$ cat src/rtl/sm_noc_pkg.sv
// Shared flit layout and helpers for the mesh network interface.
package sm_noc_pkg;

  localparam int FLIT_W   = 37;
  localparam int DATA_W   = 32;
  localparam int ADDR_W   = 4;
  localparam int END_BIT  = 4;
  localparam int DATA_MSB = 36;
  localparam int DATA_LSB = 5;

  typedef enum logic {
    TX_IDLE,
    TX_SEND
  } txState_e;

  function automatic logic [FLIT_W-1:0] packFlit(
    input logic [DATA_W-1:0] data,
    input logic [ADDR_W-1:0] dest
  );
    logic [FLIT_W-1:0] f;
    f = '0;
    f[DATA_MSB:DATA_LSB] = data;
    f[END_BIT] = 1'b1;
    f[ADDR_W-1:0] = dest;
    return f;
  endfunction

  function automatic logic [DATA_W-1:0] flitData(
    input logic [FLIT_W-1:0] f
  );
    return f[DATA_MSB:DATA_LSB];
  endfunction

  function automatic logic [ADDR_W-1:0] flitDest(
    input logic [FLIT_W-1:0] f
  );
    return f[ADDR_W-1:0];
  endfunction

endpackage

$ cat src/rtl/sm_noc_fifo.sv
// Synchronous FIFO with wrap-bit pointers; head shown combinationally.
module sm_noc_fifo #(
  parameter int WIDTH      = 37,
  parameter int DEPTH_LOG2 = 2
) (
  input  logic                  clk,
  input  logic                  reset,
  input  logic                  push,
  input  logic [WIDTH-1:0]      pushData,
  input  logic                  pop,
  output logic [WIDTH-1:0]      popData,
  output logic                  full,
  output logic                  empty,
  output logic [DEPTH_LOG2:0]   count
);

  localparam int DEPTH = 1 << DEPTH_LOG2;

  logic [WIDTH-1:0]    mem [DEPTH];
  logic [DEPTH_LOG2:0] wrPtr;
  logic [DEPTH_LOG2:0] rdPtr;
  logic                doPush;
  logic                doPop;

  assign empty = (wrPtr == rdPtr);
  assign full  = (wrPtr[DEPTH_LOG2] != rdPtr[DEPTH_LOG2]) &&
                 (wrPtr[DEPTH_LOG2-1:0] == rdPtr[DEPTH_LOG2-1:0]);
  assign count = wrPtr - rdPtr;

  assign doPush = push && !full;
  assign doPop  = pop && !empty;

  // Empty head reads as zero so consumers never see stale storage.
  assign popData = empty ? '0 : mem[rdPtr[DEPTH_LOG2-1:0]];

  always_ff @(posedge clk or posedge reset) begin
    if (reset) begin
      wrPtr <= '0;
      rdPtr <= '0;
    end else begin
      if (doPush) wrPtr <= wrPtr + 1'b1;
      if (doPop)  rdPtr <= rdPtr + 1'b1;
    end
  end

  always_ff @(posedge clk) begin
    if (doPush) mem[wrPtr[DEPTH_LOG2-1:0]] <= pushData;
  end

endmodule

$ cat src/rtl/sm_noc_ni.sv
// CPU <-> router local-port network interface (TX packer, RX filter).
// Optional SM_NI_LOOPBACK_EN: local-dest words bypass the router.
module sm_noc_ni
  import sm_noc_pkg::*;
#(
  parameter logic [3:0] POSITION      = 4'b0000,
  parameter int         TX_DEPTH_LOG2 = 2,
  parameter int         RX_DEPTH_LOG2 = 2
) (
  input  logic              clk,
  input  logic              reset,
  input  logic [31:0]       cpu_tx_data,
  input  logic [3:0]        cpu_tx_dest,
  input  logic              cpu_tx_valid,
  output logic              cpu_tx_ready,
  output logic [31:0]       cpu_rx_data,
  output logic              cpu_rx_valid,
  input  logic              cpu_rx_pop,
  output logic [36:0]       flit_out,
  output logic              flit_out_req,
  input  logic              router_rdy,
  input  logic [36:0]       flit_in,
  input  logic              flit_in_valid,
  output logic              flit_in_ack,
  output logic [7:0]        misroute_cnt
);

  localparam logic [TX_DEPTH_LOG2:0] TX_FULL_CNT =
    (TX_DEPTH_LOG2+1)'(1 << TX_DEPTH_LOG2);

  txState_e state, stateNext;

  logic [FLIT_W-1:0]      txHead;
  logic                   txEmpty;
  logic                   txFull;
  logic [TX_DEPTH_LOG2:0] txCount;
  logic                   txPush;
  logic                   txPop;
  logic                   loadFlit;

  logic                   rxFull;
  logic                   rxEmpty;
  logic [RX_DEPTH_LOG2:0] rxCount;
  logic                   rxPush;
  logic [DATA_W-1:0]      rxPushData;
  logic                   rxMatch;
  logic                   routerPush;
  logic                   loopPush;
  logic                   headLocal;
  logic                   loopOk;
  logic                   unusedFifo;

  assign cpu_tx_ready = (txCount != TX_FULL_CNT);
  assign txPush       = cpu_tx_valid && cpu_tx_ready;
  assign unusedFifo   = ^{txFull, rxCount};

  sm_noc_fifo #(
    .WIDTH      (FLIT_W),
    .DEPTH_LOG2 (TX_DEPTH_LOG2)
  ) txFifo (
    .clk      (clk),
    .reset    (reset),
    .push     (txPush),
    .pushData (packFlit(cpu_tx_data, cpu_tx_dest)),
    .pop      (txPop),
    .popData  (txHead),
    .full     (txFull),
    .empty    (txEmpty),
    .count    (txCount)
  );

  assign rxMatch     = (flitDest(flit_in) == POSITION);
  assign flit_in_ack = flit_in_valid && (!rxFull || !rxMatch);
  assign routerPush  = flit_in_ack && rxMatch;

`ifdef SM_NI_LOOPBACK_EN
  assign headLocal = !txEmpty && (flitDest(txHead) == POSITION);
`else
  assign headLocal = 1'b0;
`endif

  // Router deliveries take the RX write port first; loopback retries.
  assign loopOk = headLocal && !rxFull && !routerPush;

  assign rxPush     = routerPush || loopPush;
  assign rxPushData = routerPush ? flitData(flit_in) : flitData(txHead);

  sm_noc_fifo #(
    .WIDTH      (DATA_W),
    .DEPTH_LOG2 (RX_DEPTH_LOG2)
  ) rxFifo (
    .clk      (clk),
    .reset    (reset),
    .push     (rxPush),
    .pushData (rxPushData),
    .pop      (cpu_rx_pop),
    .popData  (cpu_rx_data),
    .full     (rxFull),
    .empty    (rxEmpty),
    .count    (rxCount)
  );

  assign cpu_rx_valid = !rxEmpty;

  always_ff @(posedge clk or posedge reset) begin
    if (reset) state <= TX_IDLE;
    else       state <= stateNext;
  end

  always_comb begin
    stateNext = state;
    unique case (state)
      TX_IDLE: if (!txEmpty && !headLocal) stateNext = TX_SEND;
      TX_SEND: if (router_rdy && txEmpty)  stateNext = TX_IDLE;
      default: stateNext = TX_IDLE;
    endcase
  end

  always_comb begin
    txPop        = 1'b0;
    loadFlit     = 1'b0;
    loopPush     = 1'b0;
    flit_out_req = (state == TX_SEND);
    unique case (state)
      TX_IDLE: begin
        if (headLocal) begin
          loopPush = loopOk;
          txPop    = loopOk;
        end else if (!txEmpty) begin
          txPop    = 1'b1;
          loadFlit = 1'b1;
        end
      end
      TX_SEND: begin
        if (router_rdy && !txEmpty) begin
          txPop    = 1'b1;
          loadFlit = 1'b1;
        end
      end
      default: ;
    endcase
  end

  always_ff @(posedge clk or posedge reset) begin
    if (reset)         flit_out <= '0;
    else if (loadFlit) flit_out <= txHead;
  end

  always_ff @(posedge clk or posedge reset) begin
    if (reset) begin
      misroute_cnt <= '0;
    end else if (flit_in_ack && !rxMatch && misroute_cnt != 8'hFF) begin
      misroute_cnt <= misroute_cnt + 8'd1;
    end
  end

endmodule

$ cat config.mk
export PLATFORM = sky130hd
export DESIGN_NAME = sm_noc_ni
export DESIGN_NICKNAME = d
export VERILOG_FILES = /design/src/rtl/sm_noc_pkg.sv /design/src/rtl/sm_noc_fifo.sv /design/src/rtl/sm_noc_ni.sv
export SDC_FILE = /design/constraint.sdc
export NUM_CORES = 1
export LEC_CHECK = 0
export CAP_MARGIN = 20
export CORE_ASPECT_RATIO = 1.25
export CORE_UTILIZATION = 50
export DETAILED_ROUTE_END_ITERATION = 8
export PLACE_DENSITY_LB_ADDON = 0.3
export SLEW_MARGIN = 20
export SYNTH_ARGS = -nofsm -noshare
export SYNTH_HDL_FRONTEND = slang
export SYNTH_SLANG_ARGS = --single-unit
$ cat constraint.sdc
create_clock -name clk -period 4.4 [get_ports clk]
set_input_delay 0.88 -clock clk [delete_from_list [all_inputs] [get_ports clk]]
set_output_delay 0.88 -clock clk [all_outputs]
set_load 0.02 [all_outputs]
==> impl_metrics.ini <==
[clock_network]
htree_levels = 1
clock_latency_ps = 540
clock_tree.root_cell = clkbuf_16
clockBufferDepth = 3
numCtsBuffers = 30
cts_tree = built
clk_pin_slew_ps = 60
cts.sinks = 330
cts_repair_resize_count = 0
cts_setup_buffers = 0
ctsHoldBuffers = 0

[floorplan]
start_util_pct = 50.8
die-area_um2 = 27000
die_w_um = 147
core_area_um2 = 25900
io_pins = 160
fp.dieH_um = 184
num_rows = 66

[synth]
syn_nets = 779
synthDistinctLibCells = 41
synthArstFlopShare_pct = 17.6
netlist_area_um2 = 13200
synth_edf_count = 272
syn_inst = 687
ys_warn_count = 0
ys_seq_elements = 330
seq_area_frac_synth_pct = 73.0
synth-main-ff-cell = edfxtp_1
avgSynthCellArea_um2 = 19.2

[worst_setup_path]
path_max_fanout = 35
end_kind = output port
crit_arrival_ps = 2790
worstSetupStartpointType = flop
cp.required_ps = 3520
path_class = flop to output port

[sta]
relSlewSlack_pct = 30.7
post-route-worst-setup-slack_ps = 727
hold_viol_final = 0
slew_viol_final = 0
setup_viol = 0
whs_ps = 492
rsz0062_at_grt = false
tns_ps = 0
fin_crit_sh_pct = 83.5
min_period_ps = 3670
worst_pin_slew_ps = 1040
fin_skew_ps = 19.5
fmax_mhz = 272

[status]
status = finished clean

[final_layout]
final_cell_mix = edfxtp_1, clkdlybuf4s50_1, nand2_1
final_cell_area_um2 = 16000
areaGrowthSynthToFinish_pct = 21.6
nNetsFinal = 948
fin_cells = 1222
layout_commonest_cell = edfxtp_1
drive_above_1_share_pct = 20.2

[placement]
place_hpwl_um = 16700
dp.cells = 1164
dpl-instance-area_um2 = 15100
dp_slack_ps = 782
gp_congestion = 0.816
port_buffers = 158

[drt]
final_antenna_net_count = 0
finalWirelength_um = 25700
drt_iter0_drc = 393
drc = 0
first_pass_iters = 4
num_vias = 6665
vias_per_cell = 5.45
wl_per_cell_um = 21.0

[worst_hold_path]
worstHoldPathType = flop to flop

[global_routing]
grt_usage_pct = 19.3
grt_pass1_vias = 7153
overflow = 0
grt_pass1_wl_um = 39700
antenna_found_initial = 2
grt_max_degree = 41

[power_and_ir_drop]
power.density_nw_per_um2 = 755
ir_drop_v = 0.000624
p_leak_nw = 5.55

[flow_run]
drv_cap = 0
==> cell families (layout without fill, tap and decap cells) <==
| kind of cell | count (synthesis) | in the layout | synth area share, % |
|---|---|---|---|
| fa+ha+maj | 13 | 13 | 1.23 |
| flops | 330 | 330 | 73.0 |
| other cells | 0 | 2 | 0 |
| xor+xnor | 15 | 15 | 1.05 |
| mux | 110 | 110 | 15.7 |
| compound gates | 41 | 41 | 1.69 |
| buf+inv | 42 | 235 | 2.11 |
| simple gates | 136 | 136 | 5.23 |
==> cell type report <==
cell class | count | area (um^2)
diodes | 2 | 5.00
well taps | 340 | 425
inverters | 7 | 26.3
multi-input cells | 315 | 3290
clock inverters | 15 | 126
flip-flops and latches | 330 | 9620
repair buffers | 172 | 1690
fillers | 1861 | 9900
clock buffers | 41 | 843
==> synthesized netlist by cell type, types with 2 or more instances <==
library cell    n  area share, %
ha_1           13            1.2
mux4_2         59             10
o21ai_0        19           0.72
inv_1           7           0.20
xor2_1          4           0.27
mux2_4          8           0.91
dfrtp_1        58             11
buf_2          14           0.53
xnor2_1        10           0.66
nand4_1         3           0.14
nand3_1         6           0.23
mux2_2         34            2.9
clkbuf_1        6           0.17
and2_1         39            1.9
a21oi_1         2          0.076
a31oi_1         2          0.095
buf_4           3           0.17
buf_6          10           0.85
nand2_1        70            2.0
edfxtp_1      272             62
nor2_1          2          0.057
nor2b_1         3           0.14
nand2b_1        3           0.14
o21ai_1        15           0.57
mux4_1          9            1.8
==> power by group <==
| group | internal, mW | switching (mW) | leakage [nW] |
|---|---|---|---|
| clock network | 1.46 | 1.07 | 0.487 |
| logic | 2.24 | 2.66 | 1.91 |
| registers | 4.41 | 0.270 | 3.15 |
==> critical path, cell delays in order, from the launching register on <==
cell	delay, ps
dfrtp_1	400
xnor2_1	460
or3b_1	390
buf_4	240
and2_1	190
clkdlybuf4s50_1	550
==> metrics by stage <==
step | total power [mW] | util, %
after floorplan | 7.86 | -
after global placement | 9.51 | 58.1
after detailed placement | 9.70 | 58.1
after CTS | 12.2 | 61.8
after global routing | 12.7 | 61.8
final | 12.1 | 61.8
==> final timing paths <==
path | startpoint | endpoint | slack (ps) | cells after the start
max | rxFifo.wrPtr[2]$_DFFE_PP0P_ | cpu_rx_data[30] | 730 | 5
min | flit_out[4]$_DFFE_PP0P_ | flit_out[4]$_DFFE_PP0P_ | 490 | 1
max reg2reg | txFifo.wrPtr[0]$_DFFE_PP0P_ | flit_out[19]$_DFFE_PP0P_ | 1420 | 5
min reg2reg | flit_out[4]$_DFFE_PP0P_ | flit_out[4]$_DFFE_PP0P_ | 490 | 1
max in group asynchronous | reset | txFifo.rdPtr[0]$_DFFE_PP0P_ | 2700 | 3
min in group asynchronous | reset | flit_out[10]$_DFFE_PP0P_ | 860 | 2
==> per-layer routing <==
layer | part of all wire [%] | track usage, % | up-vias
met3 | 4.0 | 2.80 | 44
met1 | 40 | 24.4 | 3433
met5 | 0 | 0 | -
met2 | 53 | 34.0 | 173
met4 | 2.5 | 6.97 | 0
li1 | - | - | 3015
==> registers in the layout, summed over array words and instances (netlist names) <==
signal / count
txFifo.rdPtr: 3
flit_out: 37
misroute_cnt: 8
rxFifo.rdPtr: 3
rxFifo.wrPtr: 3
flit_out_req: 1
txFifo.wrPtr: 3
txFifo.mem: 144
rxFifo.mem: 128
(Power assumes the default switching activity.)
